`config.mk`:
```
export PLATFORM = sky130hd
export DESIGN_NAME = mux4_rr_arbiter
export DESIGN_NICKNAME = d
export VERILOG_FILES = /design/src/rtl/mux_arb_pkg.sv /design/src/rtl/mux4_rr_arbiter_mux4_1.sv /design/src/rtl/mux4_rr_arbiter.sv
export SDC_FILE = /design/constraint.sdc
export NUM_CORES = 1
export LEC_CHECK = 0
export BUFFER_PORTS_ARGS = -buffer_cell sky130_fd_sc_hd__buf_2
export CORE_MARGIN = 2
export CORE_UTILIZATION = 55
export DETAILED_ROUTE_END_ITERATION = 8
export PLACE_DENSITY = 0.75
export SYNTH_ARGS = -nofsm -noshare
export SYNTH_HDL_FRONTEND = slang
export SYNTH_SLANG_ARGS = --single-unit
```
`constraint.sdc`:
```
create_clock -name clk -period 2.8 [get_ports clk]
set_clock_uncertainty 0.2 [all_clocks]
set_input_delay 0 -clock clk [delete_from_list [all_inputs] [get_ports clk]]
set_output_delay 0 -clock clk [all_outputs]
set_load 0.02 [all_outputs]
```
`src/rtl/mux_arb_pkg.sv`:
```
// -----------------------------------------------------------------------------
// mux_arb_pkg
// Shared definitions for the 4-way round-robin mux arbiter:
//   NUM_REQ / SEL_W : requester count and select width
//   arb_state_t     : arbiter FSM states (IDLE = no owner, OWN = owner latched)
//   rr_pick_t       : result of a round-robin search (found flag + index)
//   rr_search()     : the single round-robin search used for every grant path
// -----------------------------------------------------------------------------
package mux_arb_pkg;

    localparam int NUM_REQ = 4;
    localparam int SEL_W   = 2;

    typedef enum logic [0:0] {
        IDLE = 1'b0,
        OWN  = 1'b1
    } arb_state_t;

    typedef struct packed {
        logic             found;
        logic [SEL_W-1:0] idx;
    } rr_pick_t;

    // Return the first set bit of mask, scanning from start upward and
    // wrapping 3->0. Walking the offsets from farthest to nearest lets the
    // nearest hit overwrite any farther one, so no priority encoder is needed.
    function automatic rr_pick_t rr_search(input logic [NUM_REQ-1:0] mask,
                                           input logic [SEL_W-1:0]   start);
        rr_pick_t         pick;
        logic [SEL_W-1:0] cand;
        pick.found = 1'b0;
        pick.idx   = {SEL_W{1'b0}};
        for (int k = NUM_REQ - 1; k >= 0; k--) begin
            cand = start + SEL_W'(k);
            if (mask[cand]) begin
                pick.found = 1'b1;
                pick.idx   = cand;
            end else begin
                pick = pick;
            end
        end
        return pick;
    endfunction

endpackage

```
`src/rtl/mux4_rr_arbiter_mux4_1.sv`:
```
// -----------------------------------------------------------------------------
// mux4_1
// Plain combinational 4:1 bit selector. No gating: the parent decides whether
// the selected bit is meaningful.
//   din [3:0] : candidate data bits
//   sel [1:0] : index of the bit to pass
//   y         : din[sel]
// -----------------------------------------------------------------------------
module mux4_1
    import mux_arb_pkg::*;
(
    input  logic [NUM_REQ-1:0] din,
    input  logic [SEL_W-1:0]   sel,
    output logic               y
);

    // Select one data bit by index
    always_comb begin
        y = 1'b0;
        case (sel)
            2'd0:    y = din[0];
            2'd1:    y = din[1];
            2'd2:    y = din[2];
            2'd3:    y = din[3];
            default: y = 1'b0;
        endcase
    end

endmodule

```
`src/rtl/mux4_rr_arbiter.sv`:
```
// -----------------------------------------------------------------------------
// mux4_rr_arbiter
// Four requesters share one output bit. A round-robin arbiter picks an owner,
// holds it while its request stays up, and forces rotation after MAX_HOLD
// cycles if someone else is waiting.
//   clk        : single clock, rising edge
//   rst        : synchronous active-high reset
//   req  [3:0] : per-requester request
//   din  [3:0] : per-requester data bit
//   gnt  [3:0] : registered one-hot grant, zero when idle
//   sel  [1:0] : registered owner index (mux select)
//   y          : din[sel] while valid, else 0 (combinational from din)
//   valid      : registered, high exactly when gnt is non-zero
// -----------------------------------------------------------------------------
module mux4_rr_arbiter
    import mux_arb_pkg::*;
#(
    parameter int unsigned MAX_HOLD = 8
) (
    input  logic               clk,
    input  logic               rst,
    input  logic [NUM_REQ-1:0] req,
    input  logic [NUM_REQ-1:0] din,
    output logic [NUM_REQ-1:0] gnt,
    output logic [SEL_W-1:0]   sel,
    output logic               y,
    output logic               valid
);

    localparam logic [7:0] HOLD_LAST = 8'(MAX_HOLD - 1);

    arb_state_t         state_r;
    logic [NUM_REQ-1:0] gnt_r;
    logic [SEL_W-1:0]   sel_r;
    logic               valid_r;
    logic [7:0]         hcnt_r;
    logic [SEL_W-1:0]   ptr_r;

    logic [NUM_REQ-1:0] owner_mask_s;
    logic [NUM_REQ-1:0] search_mask_s;
    logic               owner_req_s;
    rr_pick_t           pick_s;
    logic               raw_y_s;

    // Build the candidate set for the round-robin search. While the owner
    // still requests, only a timeout can move the grant, and then the owner
    // itself must be excluded. When the owner has dropped (or there is no
    // owner) its bit is already clear, so plain req is the right mask.
    always_comb begin
        owner_mask_s  = 4'b0001 << sel_r;
        owner_req_s   = |(req & owner_mask_s);
        search_mask_s = req;
        if ((state_r == OWN) && owner_req_s) begin
            search_mask_s = req & ~owner_mask_s;
        end else begin
            search_mask_s = req;
        end
        pick_s = rr_search(search_mask_s, ptr_r);
    end

    // Arbiter FSM with registered grant outputs
    always_ff @(posedge clk) begin
        if (rst) begin
            state_r <= IDLE;
            gnt_r   <= 4'b0000;
            sel_r   <= 2'd0;
            valid_r <= 1'b0;
            hcnt_r  <= 8'd0;
            ptr_r   <= 2'd0;
        end else begin
            case (state_r)
                IDLE: begin
                    if (pick_s.found) begin
                        state_r <= OWN;
                        gnt_r   <= 4'b0001 << pick_s.idx;
                        sel_r   <= pick_s.idx;
                        valid_r <= 1'b1;
                        hcnt_r  <= 8'd0;
                        ptr_r   <= pick_s.idx + 2'd1;
                    end else begin
                        state_r <= IDLE;
                    end
                end
                OWN: begin
                    // Release wins over timeout: a dropped owner always hands off.
                    if (!owner_req_s || ((hcnt_r == HOLD_LAST) && pick_s.found)) begin
                        if (pick_s.found) begin
                            state_r <= OWN;
                            gnt_r   <= 4'b0001 << pick_s.idx;
                            sel_r   <= pick_s.idx;
                            valid_r <= 1'b1;
                            hcnt_r  <= 8'd0;
                            ptr_r   <= pick_s.idx + 2'd1;
                        end else begin
                            state_r <= IDLE;
                            gnt_r   <= 4'b0000;
                            sel_r   <= 2'd0;
                            valid_r <= 1'b0;
                            hcnt_r  <= 8'd0;
                        end
                    end else if (hcnt_r != HOLD_LAST) begin
                        hcnt_r <= hcnt_r + 8'd1;
                    end else begin
                        // Timed out but nobody else waits: keep grant, stay saturated.
                        hcnt_r <= hcnt_r;
                    end
                end
                default: begin
                    state_r <= IDLE;
                    gnt_r   <= 4'b0000;
                    sel_r   <= 2'd0;
                    valid_r <= 1'b0;
                    hcnt_r  <= 8'd0;
                end
            endcase
        end
    end

    mux4_1 u_mux (
        .din (din),
        .sel (sel_r),
        .y   (raw_y_s)
    );

    assign gnt   = gnt_r;
    assign sel   = sel_r;
    assign valid = valid_r;
    assign y     = valid_r & raw_y_s;

endmodule

```
==> metrics <==
outcome=finished clean; Max Cap Violations=0; worst-margin pin slew=0.4768 ns; Slew Viols, Final=0; vias per std cell=6.132; dpl hpwl=1829 um; WL/cell=14.05 um; Post-Route WL=2347 um; Final TNS setup=0 ns; Mapped Area=0.001112 mm^2; Antenna Nets Post-Route=0; max_slew headroom=68.11%; post-synthesis sequential area ratio=32.40%; Worst VDD drop=501.2 uV; worst-path fanout max=13; CP Data Arrival Time=2.36 ns; Internal=0.0004560 W; die height=48.97 um; Buf+Inv Stages, Crit Path=1; Leak=0.4922 nW; first-pass GRT wire length=4084 um; GR Overflow Total=0; CP cell instances=inv_1 > o21ai_0 > a21oi_1 > o21ai_0 > and2_1 > ha_1 > nand3_1 > a21oi_1; Synthesized Nets=136; I/O pins=18; starting DRC count in detailed routing=23; most frequent cells in the layout=dfxtp_1, buf_2, nand2_1; CTS buffer count=3; fillers=184; CP peak stage delay=0.62 ns; vias in the first global route=941; Hold Vio Cnt, Final=0; EDFF count, synth=0; post-synth cell types=42; root buffer cell=clkbuf_4; kind of critical path=register to register; post-route clock period utilization=84.88%; WHS=0.04298 ns; Syn Inst Count=121; DIE WIDTH=48.97 um; switch share=37.54%; clock tree buffer depth=2; largest net degree at the start of global routing=14; CORE AREA=0.001942 mm^2; required time worst endpoint=2.78 ns; final std cells w/o fill=167; post-route cell area=0.001255 mm^2; worst hold path class=input pin to register; Storage cell area=360.3 um^2; # Post-CTS Setup Buffers=0; Psw=0.0002741 W; Die ar.=0.002398 mm^2; RePlAce Congestion=0.8734; TritonCTS sink count=18; Worst setup SP type=register; final setup fails=0; Crit path max-delay family=compound AO/OA/AOI/OAI gates; I/O Buffers=17; via count=1024; clock slew at reported path FFs=0.10 ns; Area Growth Syn to Fin=12.82%; Pwr per Cell Area=581.8 mW/mm^2; Combinational Power Share=37.0%; #FFs+latches synth=18; share of cells above drive strength 1=25.00%; # rows=16; CP endpoint kind=register; DRC viols=0; H-tree lvl count=1; Design Power=0.0007301 W; fin nets=157; starting density of the core=57.28%; yosys synthesis warning count=0; GRT Total Usage=21.54%; sequential group share of total power=45.4%; CTS tree=yes; max frequency=420.8 MHz; area of the multi-input gates=720.7 um^2; total placed cells including tap cells=163; Worst-Skew Late Latency=0.29 ns; dpl cell area=0.001222 mm^2; Mean Syn Cell Area=9.193 um^2; RSZ-0062 raised after global routing=false; drt first pass iters=4; # diodes=0; share of flip-flops with an asynchronous set or reset=0%; commonest non-fill, non-tap cell in the layout=dfxtp_1; min cycle time layout=2.377 ns; Clk pwr share=17.6%; Primary FF master, synth=dfxtp_1; Slowest cell on crit path=dfxtp_1; initial antenna violation count=0
worst reg2reg max path, cell delays in order (launching register included):
cell and delay, ns:
dfxtp_1 0.62, inv_1 0.11, o21ai_0 0.36, a21oi_1 0.11, o21ai_0 0.28, and2_1 0.22
ha_1 0.24, nand3_1 0.07, a21oi_1 0.06
layout make-up:
class / instances / area share [%]
Clock buffer: 3 / 1.795
Inverter: 4 / 1.196
Multi-Input combinational cell: 96 / 57.43
Sequential cell: 18 / 28.71
Tap cell: 27 / 2.692
Timing Repair Buffer: 19 / 8.175
routing by layer:
metal	track usage, %	wire, um	vias up
met5	0	0	-
met4	8.095	46	0
met3	3.988	114	7
met2	32.88	1013	26
met1	30.23	1173	488
li1	-	-	503
synth_stat cells, types with 3 or more instances:
cell,instances,area (um^2)
nor3_1,4,20.02
ha_1,5,62.56
a22o_1,5,43.79
nor2_1,8,30.03
mux2i_1,3,30.03
a311oi_1,3,26.28
a21oi_1,8,40.04
dfxtp_1,18,360.4
nand2_1,10,37.54
nand3_1,6,30.03
o21ai_0,6,30.03
inv_1,4,15.01
or2_2,3,18.77
a21o_1,3,22.52
repair_timing:
| item | CTS | global route |
|---|---|---|
| setup endpoints to repair | 0 | 0 |
| gates resized for setup | 0 | 0 |
| endpoints found under the hold margin | 8 | 0 |
| hold buffers | 1 | 0 |
power by group through the flow:
stage | Combinational [W] | Clock, W | Sequential [W]
6_report | 0.000270 | 0.000129 | 0.000331
5_1_grt | 0.000301 | 0.000141 | 0.000337
4_1_cts | 0.000272 | 0.000130 | 0.000331
3_5_place_dp | 0.000271 | 0 | 0.000336
3_3_place_gp | 0.000266 | 0 | 0.000334
2_1_floorplan | 0.000186 | 0 | 0.000343
flip-flops by register name, indices dropped and copies added, names as in the netlist:
name     cells
ptr_r        2
hcnt_r       8
valid        1
state_r      1
gnt          4
sel          2
kinds of logic after synthesis:
logic type | share of synthesized area, %
buffers and inverters | 2.811
AND/OR/NAND/NOR | 21.60
adder cells (fa/ha/maj) | 5.624
flip-flops | 32.40
multiplexers | 4.724
AO/OA/AOI/OAI | 32.85
stage by stage:
stage / utilization [%] / worst slack (ns)
CTS: 64.63 / 0.4374
detailed placement: 62.95 / 0.4593
finish: 64.63 / 0.4234
global placement: 62.95 / 0.4679
global route: 64.63 / 0.2174
floorplan: - / 0.5498
worst paths after layout:
check,startpoint,to,slack [ns],depth (start not counted)
setup / recovery,sel[0],ptr_r[1],0.42,8
hold / removal,req[3],sel[1],0.04,4
setup reg to reg,sel[0],ptr_r[1],0.42,8
hold reg to reg,gnt[3],gnt[3],0.29,1
Power figures use the tool's default switching activity.
